## config.mk

```make
export PLATFORM = sky130hd
export DESIGN_NAME = pipelined_subtractor
export DESIGN_NICKNAME = d
export VERILOG_FILES = /design/src/rtl/pipelined_subtractor.sv
export SDC_FILE = /design/constraint.sdc
export NUM_CORES = 1
export LEC_CHECK = 0
export BUFFER_PORTS_ARGS = -buffer_cell sky130_fd_sc_hd__buf_2
export CORE_MARGIN = 2
export CORE_UTILIZATION = 25
export DETAILED_ROUTE_END_ITERATION = 16
export PLACE_DENSITY = 0.5
export SETUP_SLACK_MARGIN = 0.5
export SYNTH_ARGS = -nofsm -noshare
export SYNTH_HDL_FRONTEND = slang
export SYNTH_SLANG_ARGS = --single-unit
```

## constraint.sdc

```tcl
create_clock -name clk -period 5.7 [get_ports clk]
set_clock_uncertainty 0.1 [all_clocks]
set_input_delay 0.285 -clock clk [delete_from_list [all_inputs] [get_ports clk]]
set_output_delay 0.285 -clock clk [all_outputs]
set_load 0.05 [all_outputs]
```

## src/rtl/pipelined_subtractor.sv

```systemverilog
// Pipelined two's-complement subtractor (SUB/SBC/RSB/RSC) with a registered borrow chain and NZCV flags.
// Optional SUB_SATURATE_EN adds in_sat: signed saturation of the result on overflow.
module pipelined_subtractor #(
    parameter int WIDTH  = 32,
    parameter int STAGES = 4
) (
    input  logic             clk,
    input  logic             reset,
    input  logic             in_valid,
    output logic             in_ready,
    input  logic [WIDTH-1:0] in_a,
    input  logic [WIDTH-1:0] in_b,
    input  logic [1:0]       in_mode,
    input  logic             in_cin,
`ifdef SUB_SATURATE_EN
    input  logic             in_sat,
`endif
    output logic             out_valid,
    input  logic             out_ready,
    output logic [WIDTH-1:0] out_r,
    output logic [3:0]       out_flags
);
    localparam int CHUNK = WIDTH / STAGES;
    localparam int L     = STAGES - 1;
    localparam int PS    = (STAGES > 1) ? STAGES - 1 : 1;

    if (STAGES < 1 || (WIDTH % STAGES) != 0) begin : g_param_chk
        $error("pipelined_subtractor: WIDTH must be a non-zero multiple of STAGES");
    end

    // Inter-stage registers: slot k feeds stage k+1.
    logic [PS-1:0]    vld_q;
    logic [PS-1:0]    b_q;
    logic [PS-1:0]    sat_q;
    logic [WIDTH-1:0] x_q [PS];
    logic [WIDTH-1:0] y_q [PS];
    logic [WIDTH-1:0] r_q [PS];

    logic             out_valid_q;
    logic [WIDTH-1:0] out_r_q;
    logic [3:0]       flags_q;

    // Per-stage inputs (_s) and computed next values (_d).
    logic [WIDTH-1:0] x_s [STAGES];
    logic [WIDTH-1:0] y_s [STAGES];
    logic [WIDTH-1:0] r_s [STAGES];
    logic [WIDTH-1:0] r_d [STAGES];
    logic [STAGES-1:0] v_s, b_s, s_s, b_d;

    logic             sat_in;
    logic             en;
    logic             ovf;
    logic [WIDTH-1:0] res_d;
    logic [3:0]       flags_d;

`ifdef SUB_SATURATE_EN
    assign sat_in = in_sat;
`else
    assign sat_in = 1'b0;
`endif

    assign en        = !out_valid_q || out_ready;
    assign in_ready  = en;
    assign out_valid = out_valid_q;
    assign out_r     = out_r_q;
    assign out_flags = flags_q;

    always_comb begin
        logic [CHUNK:0] diff;
        diff   = '0;
        // Reverse modes swap operands at entry; carry-using modes borrow !cin.
        x_s[0] = in_mode[1] ? in_b : in_a;
        y_s[0] = in_mode[1] ? in_a : in_b;
        r_s[0] = '0;
        v_s[0] = in_valid;
        b_s[0] = in_mode[0] & ~in_cin;
        s_s[0] = sat_in;
        for (int k = 1; k < STAGES; k++) begin
            x_s[k] = x_q[k-1];
            y_s[k] = y_q[k-1];
            r_s[k] = r_q[k-1];
            v_s[k] = vld_q[k-1];
            b_s[k] = b_q[k-1];
            s_s[k] = sat_q[k-1];
        end
        for (int k = 0; k < STAGES; k++) begin
            diff = {1'b0, x_s[k][k*CHUNK +: CHUNK]} - {1'b0, y_s[k][k*CHUNK +: CHUNK]}
                 - {{CHUNK{1'b0}}, b_s[k]};
            r_d[k] = r_s[k];
            r_d[k][k*CHUNK +: CHUNK] = diff[CHUNK-1:0];
            b_d[k] = diff[CHUNK];
        end
    end

    // Flags come from the unsaturated difference except N/Z, which track the delivered value.
    assign ovf   = (x_s[L][WIDTH-1] != y_s[L][WIDTH-1]) && (r_d[L][WIDTH-1] != x_s[L][WIDTH-1]);
    assign res_d = (s_s[L] && ovf) ? (x_s[L][WIDTH-1] ? {1'b1, {(WIDTH-1){1'b0}}}
                                                      : {1'b0, {(WIDTH-1){1'b1}}})
                                   : r_d[L];
    assign flags_d = {res_d[WIDTH-1], (res_d == '0), ~b_d[L], ovf};

    always_ff @(posedge clk) begin
        if (reset) begin
            vld_q       <= '0;
            out_valid_q <= 1'b0;
            out_r_q     <= '0;
            flags_q     <= '0;
        end else if (en) begin
            for (int k = 0; k < L; k++) vld_q[k] <= v_s[k];
            out_valid_q <= v_s[L];
            out_r_q     <= res_d;
            flags_q     <= flags_d;
        end
    end

    always_ff @(posedge clk) begin
        if (en) begin
            for (int k = 0; k < L; k++) begin
                x_q[k]   <= x_s[k];
                y_q[k]   <= y_s[k];
                r_q[k]   <= r_d[k];
                b_q[k]   <= b_d[k];
                sat_q[k] <= s_s[k];
            end
        end
    end
endmodule

```

==> results.tsv, run 1 <==
metric	value	unit
status	completed	
reg2reg setup slack	2950	ps
initial antenna violation count	0	
Num CTS Buffers	17	
largest family of logic cells by synthesized area	adder cells	
Post-Synthesis Cell Area	8670	µm²
row count	68	
non-filler cells, final	1262	
CTS tree	built	
vias in the first global route	5026	
dpl cell area	9730	µm²
core area	34400	µm²
I/O pins	109	
worst endpoint required time	5790	ps
Clk pin slew, worst setup/hold paths	80	ps
Area growth, synth to finish	19.0	%
DRT Pass-1 Iters	4	
#FFs+latches synth	186	
Final #Nets	927	
placed instance count	1229	
first-pass GRT wire length	26400	µm
post-route antenna net violation count	0	
Post-CTS Setup Bufs	0	
RR Startpoint	out_valid$_SDFFE_PP0P_	
WHS	73.1	ps
Worst Path Arrival	2900	ps
Clk Latency, worst-skew pair	430	ps
Post-synth EDFFs	147	
RSZ-0062 raised after global routing	false	
worst reg2reg path endpoint	y_q[0][15]$_DFFE_PP_	
Synth Area in Simple Gates	8.57	%
Hold Crit Class	in2reg	
endpoints failing hold	0	
fin. max-slew vios	0	
ys flop type	edfxtp_1	
syn avg cell area	12.7	µm²
ant diodes	0	
# resized after CTS	0	
Slowest-stage cell, CP	buf_2	
wire length per cell	12.8	µm
worst slew pin tran	998	ps
die height	190	µm
CP Launch Type	primary input	
P_leak	4.32	nW
H-tree depth	4	
Post-Synthesis Cells	684	
sequential-to-total area share from yosys stat	59.9	%
min-delay src	in_b[19]	
final-report setup violation count	0	
Fillers	3551	
power density cells	397	nW/µm²
family with the most delay on the worst path	compound AO/OA/AOI/OAI gates	
DP Wirelength	11500	µm
most frequent cells in the layout	edfxtp_1, buf_2, inv_1, nand2_1, mux2_2	
Placer Congestion	0.769	
syn_nets	817	
XOR/XNOR Fraction of Synth Area	2.28	%
slew margin rel.	33.5	%
vias per std cell	4.06	
commonest non-fill, non-tap cell in the layout	edfxtp_1	
# clock sinks	186	
Initial Util	25.2	%
Detailed Route Iter0 Violations	208	
Final period util	49.3	%
hold path depth	2	
CP Class	in2reg	
final core occ	30.0	%
Slowest Stage Delay on Critical Path	600	ps
cells along the critical path	buf_2 > mux2_2 > ha_1 > inv_1 > ha_1 > a21boi_0 > o21a_1 > o21ai_0 > nand3_1 > and3b_1	
CTS root buf	clkbuf_16	
Worst Hold Path EP	x_q[0][19]$_DFFE_PP_	
Synth Area in Compound Gates	6.46	%
crit end category	register	
final WL	16200	µm
CP dominant cell by count	ha_1	
Max-Cap Viols	0	
min Tclk post-route	2810	ps
fraction of layout cells with a size suffix above 1	25.5	%
async set-reset flop share out of synthesis	0	%
Reg2Reg Depth	4	
Total GRT Usage	9.40	%
Post-Synth Adder-Cell Area	9.64	%
Synth area leader	edfxtp_1	
routed via count	5124	
f_max	0.356	GHz
total negative slack	0	ps
largest net degree at the start of global routing	118	
crit-path max FO	33	
Design Area, Final	10300	µm²
Peak VDD IR	0.173	mV
DRC	0	
Die Area	36200	µm²
Yosys warning total	0	
Yosys top cell area share	50.9	%
largest cells by area after synthesis	edfxtp_1, dfxtp_1, ha_1, mux2_2, inv_1	
GRT overflow	0	
die width	190	µm
deepest clock path buffer count	2	
CP Buf/Inv Count	2	
port bufs	108	
mux cell area share after synthesis	8.31	%
Synth cell types	56	
-- area by class of cell --
cell class / instances / area, µm² / area share (%)
well taps: 455 / 569 / 5.51
clock buffers: 17 / 425 / 4.12
clock inverters: 15 / 156 / 1.51
repair buffers: 112 / 573 / 5.55
multi-input cells: 388 / 3070 / 29.7
inverters: 89 / 339 / 3.28
flip-flops and latches: 186 / 5190 / 50.3
-- metrics by stage --
stage	power [mW]	setup WS, ps
2_1_floorplan	2.68	1870
3_3_place_gp	2.98	2480
3_5_place_dp	2.99	2430
4_1_cts	4.18	2840
5_1_grt	4.36	2650
6_report	4.10	2890
-- logic make-up (layout without fill, tap and decap cells) --
group / after synthesis / after routing
simple gates: 154 / 154
buf+inv: 110 / 233
flops: 186 / 186
mux: 65 / 65
compound gates: 86 / 86
xor+xnor: 21 / 21
fa+ha+maj: 62 / 62
-- cells in the mapped netlist (3+ instances only) --
| cell type | number |
|---|---|
| edfxtp_1 | 147 |
| inv_1 | 88 |
| nand2_1 | 73 |
| mux2_2 | 56 |
| ha_1 | 54 |
| dfxtp_1 | 39 |
| a21oi_1 | 38 |
| nor2_1 | 19 |
| o21ai_0 | 11 |
| xnor2_1 | 11 |
| clkbuf_1 | 10 |
| nand3_1 | 10 |
| mux2i_1 | 9 |
| nor3_1 | 9 |
| xor2_1 | 9 |
| buf_1 | 8 |
| fa_1 | 8 |
| a211oi_1 | 7 |
| nor4_1 | 7 |
| nor2b_1 | 6 |
| a21o_1 | 5 |
| nand2b_1 | 5 |
| and2_1 | 4 |
| and3_1 | 4 |
| nor4b_1 | 4 |
| a2111oi_0 | 3 |
| a31oi_1 | 3 |
| o211ai_1 | 3 |
-- registers in the layout, indices dropped and copies added, names as in the netlist --
signal     count
y_q           48
r_q           48
out_r         32
out_flags      3
out_valid      1
x_q           48
vld_q          3
b_q            3
-- per-layer routing --
metal	global-route usage [%]	wire length, µm
met1	13.4	8360
met2	14.1	7060
met3	2.12	575
met4	2.95	172
met5	0	0
-- report_power, final --
group / switching, mW / internal (mW) / total [mW] / leakage (nW)
Combinational: 0.643 / 0.359 / 1.00 / 2.17
Sequential: 0.135 / 1.81 / 1.94 / 1.88
Clock: 0.567 / 0.586 / 1.15 / 0.279
Total: 1.35 / 2.75 / 4.10 / 4.32
-- how the worst max path moves through the flow --
stage,start,slack (ps),endpoint,cells past startpoint
global route,out_valid$_SDFFE_PP0P_,2650,out_r[6]$_SDFFE_PP0P_,6
detailed placement,in_mode[1],2430,b_q[0]$_DFFE_PP_,10
finish,in_mode[1],2890,b_q[0]$_DFFE_PP_,10
CTS,out_valid$_SDFFE_PP0P_,2840,x_q[0][15]$_DFFE_PP_,4
floorplan,out_valid$_SDFFE_PP0P_,1870,b_q[0]$_DFFE_PP_,4
global placement,in_mode[1],2480,b_q[0]$_DFFE_PP_,10
-- repair_timing --
item / in CTS / in global routing
setup endpoints to repair: 0 / 0
endpoints found under the hold margin: 1 / 0
hold buffers: 1 / 0
Power figures use the tool's default switching activity.
==> inputs of run 2 (changes only) <==
--- a/config.mk
+++ b/config.mk
@@ -9,7 +9,7 @@
 export CORE_MARGIN = 2
 export CORE_UTILIZATION = 25
 export DETAILED_ROUTE_END_ITERATION = 16
-export PLACE_DENSITY = 0.5
+export PLACE_DENSITY = 0.49
 export SETUP_SLACK_MARGIN = 0.5
 export SYNTH_ARGS = -nofsm -noshare
 export SYNTH_HDL_FRONTEND = slang
==> constraint.sdc (replaced) <==
create_clock -name clk -period 2.8 [get_ports clk]
set_clock_uncertainty 0.1 [all_clocks]
set_input_delay 0.14 -clock clk [delete_from_list [all_inputs] [get_ports clk]]
set_output_delay 0.14 -clock clk [all_outputs]
set_load 0.05 [all_outputs]
==> results.tsv, run 2 (same netlist as run 1, synthesis figures left out) <==
metric	value	unit	change
DRC	0		unchanged
core area	34400	µm²	unchanged
Final period util	85.9	%	
fraction of layout cells with a size suffix above 1	29.3	%	+3.7 points
Hold Crit Class	in2reg		
P_leak	4.74	nW	+9.6%
CTS root buf	clkbuf_16		
Seq pwr share	45.6	%	-1.8 points
slew margin rel.	48.7	%	+15 points
Num CTS Buffers	17		unchanged
post-route antenna net violation count	0		unchanged
most frequent cells in the layout	edfxtp_1, buf_2, inv_1, nand2_1, dlygate4sd3_1		
Die Area	36200	µm²	unchanged
DRT Pass-1 Iters	4		unchanged
routed via count	5459		+6.5%
Initial Util	25.2	%	unchanged
endpoints failing hold	0		unchanged
vias in the first global route	5316		+5.8%
Regs by FF count	r_q x48, x_q x48, y_q x48		
vias per std cell	4.05		-0.19%
deepest clock path buffer count	2		unchanged
CP Launch Type	register		
worst slew pin tran	769	ps	-229 ps
Detailed Route Iter0 Violations	275		+32%
worst endpoint required time	2980	ps	-2810 ps
switching share of total power	32.9	%	+0.048 points
total negative slack	0	ps	unchanged
CP Class	reg2reg		
dpl cell area	9840	µm²	+1.1%
Max-Cap Viols	0		unchanged
min Tclk post-route	2410	ps	
Internal Power	5.85	mW	+110%
wire length per cell	12.4	µm	-3.1%
final-report setup violation count	0		unchanged
Sw Pwr	2.86	mW	+110%
die height	190	µm	unchanged
crit end category	register		
DP Wirelength	11500	µm	-0.44%
row count	68		unchanged
f_max	0.416	GHz	
Design Area, Final	11400	µm²	+10%
power density cells	765	nW/µm²	+93%
CTS tree	built		
Total GRT Usage	9.38	%	-0.020 points
commonest non-fill, non-tap cell in the layout	edfxtp_1		
GRT overflow	0		unchanged
ant diodes	0		unchanged
Area growth, synth to finish	31.4	%	
Worst Path Arrival	2580	ps	-320 ps
largest net degree at the start of global routing	82		-31%
CP dominant cell by count	inv_1		
first-pass GRT wire length	26700	µm	+0.99%
crit-path max FO	2		-94%
I/O pins	109		unchanged
Peak VDD IR	0.390	mV	+130%
initial antenna violation count	0		unchanged
Slowest Stage Delay on Critical Path	550	ps	-50 ps
final WL	16700	µm	+3.4%
power share of the clock group	27.3	%	-0.8 points
Clk pin slew, worst setup/hold paths	80	ps	about the same
die width	190	µm	unchanged
status	completed		
H-tree depth	4		unchanged
# clock sinks	186		unchanged
Slowest-stage cell, CP	fa_1		
Clk Latency, worst-skew pair	440	ps	about the same
Placer Congestion	0.725		-5.8%
Final #Nets	1012		+9.2%
port bufs	108		unchanged
fin. max-slew vios	0		unchanged
combinational cell fraction of total power	27.1	%	+2.6 points
RSZ-0062 raised after global routing	true		
cells along the critical path	inv_1 > fa_1 > inv_1 > ha_2 > o21ai_2 > a31oi_1 > o21ai_1 > or4b_4 > o211ai_1		
-- run 2: repair_timing --
action / in CTS / in global routing
hold buffers: 73 / 0
endpoints found under the hold margin: 49 / 0
setup endpoints to repair: 11 / 17
pin swaps: 13 / 20
resized for setup: 15 / 26
buffers inserted: 7 / 4
-- run 2: worst max-delay path: cells and delay by family (launching register included) --
kind            cells  cell delay, ps
fa+ha+maj           2             710
compound gates      4             530
simple gates        1             470
flops               1             330
buf+inv             2             100
-- run 2: final cells by class --
class,instances,area [µm²]
Timing Repair Buffer,197,1420
Inverter,89,339
Clock buffer,17,425
Sequential cell,186,5190
Multi-Input combinational cell,388,3280
Tap cell,455,569
Clock inverter,15,174
Fill cell,3493,23000
-- run 2: final timing paths --
path         slack [ps]                   end  cells past startpoint                 start
min reg2reg         310  r_q[0][74]$_DFFE_PP_                      0  r_q[0][42]$_DFFE_PP_
min                 110   r_q[0][0]$_DFFE_PP_                      3            in_mode[0]
max reg2reg         390  r_q[0][47]$_DFFE_PP_                      9      b_q[0]$_DFFE_PP_
max                 390  r_q[0][47]$_DFFE_PP_                      9      b_q[0]$_DFFE_PP_
-- run 2: power groups by stage --
stage | Clock, mW | Combinational [mW] | Sequential, mW
2_1_floorplan | 0 | 1.13 | 4.37
5_1_grt | 2.57 | 2.62 | 4.04
3_3_place_gp | 0 | 2.06 | 4.03
6_report | 2.38 | 2.36 | 3.97
3_5_place_dp | 0 | 2.08 | 4.04
4_1_cts | 2.48 | 2.28 | 3.98
-- run 2: stage by stage --
stage | setup slack (ps) | cells | hold slack, ps | utilization (%) | power (mW)
after floorplan | 503 | 684 | 180 | - | 5.50
after global placement | 264 | 1231 | 300 | 28.6 | 6.09
after detailed placement | 223 | 1231 | 299 | 28.6 | 6.12
after CTS | 424 | 1343 | 101 | 32.8 | 8.73
after global routing | 276 | 1347 | 115 | 33.2 | 9.23
final | 394 | 1347 | 109 | 33.2 | 8.71
-- run 2: layer usage --
metal  routed length [µm]  share of wire, %  global-route usage [%]  vias to the layer above
met5                    0                 0                       0                        -
met2                 7640                46                    14.5                      104
met4                  175               1.0                    3.13                        0
li1                     -                 -                       -                     2817
met1                 8110                48                    12.9                     2529
met3                  805               4.8                    2.10                        9
==> inputs of run 3 (changes only) <==
--- a/config.mk
+++ b/config.mk
@@ -6,11 +6,13 @@
 export NUM_CORES = 1
 export LEC_CHECK = 0
 export BUFFER_PORTS_ARGS = -buffer_cell sky130_fd_sc_hd__buf_2
+export CORE_ASPECT_RATIO = 0.75
 export CORE_MARGIN = 2
 export CORE_UTILIZATION = 25
 export DETAILED_ROUTE_END_ITERATION = 16
 export PLACE_DENSITY = 0.49
 export SETUP_SLACK_MARGIN = 0.5
+export SKIP_LAST_GASP = 1
 export SYNTH_ARGS = -nofsm -noshare
 export SYNTH_HDL_FRONTEND = slang
 export SYNTH_SLANG_ARGS = --single-unit
==> results.tsv, run 3 (same netlist as run 1, synthesis figures left out) <==
metric	value	unit	change
Hold Crit Class	in2reg		
power density cells	772	nW/µm²	+0.96%
Regs by FF count	r_q x48, x_q x48, y_q x48		
Design Area, Final	11600	µm²	+1.6%
most frequent cells in the layout	edfxtp_1, buf_2, inv_1, dlygate4sd3_1, nand2_1		
worst slew pin tran	760	ps	-9.62 ps
Fillers	3482		-0.31%
CP Launch Type	register		
ant diodes	0		unchanged
Peak VDD IR	0.459	mV	+18%
largest net degree at the start of global routing	60		-27%
vias in the first global route	5273		-0.81%
# clock sinks	186		unchanged
fraction of layout cells with a size suffix above 1	31.2	%	+1.9 points
Tot Pwr	8.94	mW	+2.6%
DRT Pass-1 Iters	4		unchanged
commonest non-fill, non-tap cell in the layout	edfxtp_1		
final WL	17300	µm	+3.5%
RSZ-0062 raised after global routing	true		
GRT overflow	0		unchanged
Final period util	84.3	%	-1.6 points
DP Wirelength	12200	µm	+5.9%
dpl cell area	9870	µm²	+0.38%
DRC	0		unchanged
WHS	126	ps	+17.5 ps
port bufs	108		unchanged
CTS root buf	clkbuf_16		
worst setup margin	439	ps	+45.2 ps
vias per std cell	4.09		+0.83%
die height	165	µm	-13%
worst endpoint required time	2960	ps	-20 ps
Clk Latency, worst-skew pair	430	ps	about the same
Clk pin slew, worst setup/hold paths	80	ps	about the same
I/O pins	109		unchanged
die width	219	µm	+15%
Final #Nets	1015		+0.30%
Worst Path Arrival	2520	ps	-60 ps
worst slack at placement	73.6	ps	-150 ps
deepest clock path buffer count	2		unchanged
wire length per cell	12.8	µm	+3.1%
endpoints failing hold	0		unchanged
routed via count	5525		+1.2%
min Tclk post-route	2360	ps	-45.2 ps
post-route antenna net violation count	0		unchanged
Die Area	36200	µm²	about the same
first-pass GRT wire length	27200	µm	+2.0%
total negative slack	0	ps	unchanged
Initial Util	25.2	%	about the same
final-report setup violation count	0		unchanged
reg2reg setup slack	440	ps	+50 ps
CP Class	reg2reg		
status	completed		
Max-Cap Viols	0		unchanged
initial antenna violation count	0		unchanged
CTS tree	built		
Placer Congestion	0.757		+4.5%
Area growth, synth to finish	33.5	%	
Num CTS Buffers	17		unchanged
crit end category	register		
Total GRT Usage	9.73	%	+0.35 points
Detailed Route Iter0 Violations	237		-14%
H-tree depth	4		unchanged
slew margin rel.	49.4	%	+0.64 points
fin. max-slew vios	0		unchanged
crit-path max FO	2		unchanged
f_max	0.424	GHz	+1.9%
core area	34400	µm²	about the same
row count	59		-13%
P_leak	4.79	nW	+1.1%
[run 3: cell count changes in the layout (fill, tap and decap cells not counted), moves of 3 or more]
| cell | previous run | this run |
|---|---|---|
| ha_1 | 47 | 43 |
| clkinv_4 | 3 | 0 |
| buf_6 | 0 | 5 |
| inv_2 | 7 | 10 |
| buf_4 | 14 | 11 |
| ha_2 | 2 | 5 |
| inv_1 | 81 | 78 |
[run 3: layout make-up]
type                    count  area (µm²)  area share [%]
multi-input cells         388        3390            29.3
well taps                 457         572            4.94
clock inverters            14         183            1.58
inverters                  89         342            2.95
repair buffers            200        1470            12.7
clock buffers              18         429            3.71
flip-flops and latches    186        5190            44.9
[run 3: per-layer routing]
metal,GRT usage [%],share of wire (%),vias to the layer above
met5,0,0,-
met4,2.49,0.88,0
met3,2.20,3.1,12
met2,14.8,45,91
met1,13.9,51,2596
li1,-,-,2826
[run 3: where the power goes]
group	switching, mW	internal [mW]	total (mW)	leakage (nW)
clock network	1.12	1.36	2.48	0.292
logic	1.47	1.03	2.50	2.62
registers	0.278	3.68	3.96	1.88
[run 3: worst paths after layout]
kind	from	endpoint	cells past startpoint
max	b_q[0]$_DFFE_PP_	r_q[0][47]$_DFFE_PP_	9
min	in_mode[0]	r_q[0][0]$_DFFE_PP_	3
max reg2reg	b_q[0]$_DFFE_PP_	r_q[0][47]$_DFFE_PP_	9
min reg2reg	y_q[0][59]$_DFFE_PP_	y_q[0][91]$_DFFE_PP_	0
[run 3: worst max-delay path, stage by stage (launching register included)]
cell and delay (ps):
edfxtp_1 340, inv_2 40, fa_2 580, inv_2 50, ha_4 150, o21ai_4 110
a31oi_1 100, o21ai_1 160, or4b_1 450, o211ai_1 120
[run 3: repair_timing]
item                                    CTS  global route
endpoints found under the hold margin    49             0
hold buffers                             73             0
buffers inserted                          7             4
pin swaps                                23            25
gates resized for setup                  24            44
endpoints found under the setup margin   13            16
[run 3: stage by stage]
stage | util [%] | cells
after floorplan | - | 684
after CTS | 33.0 | 1348
final | 33.7 | 1352
after global routing | 33.7 | 1352
after global placement | 28.7 | 1236
after detailed placement | 28.7 | 1236
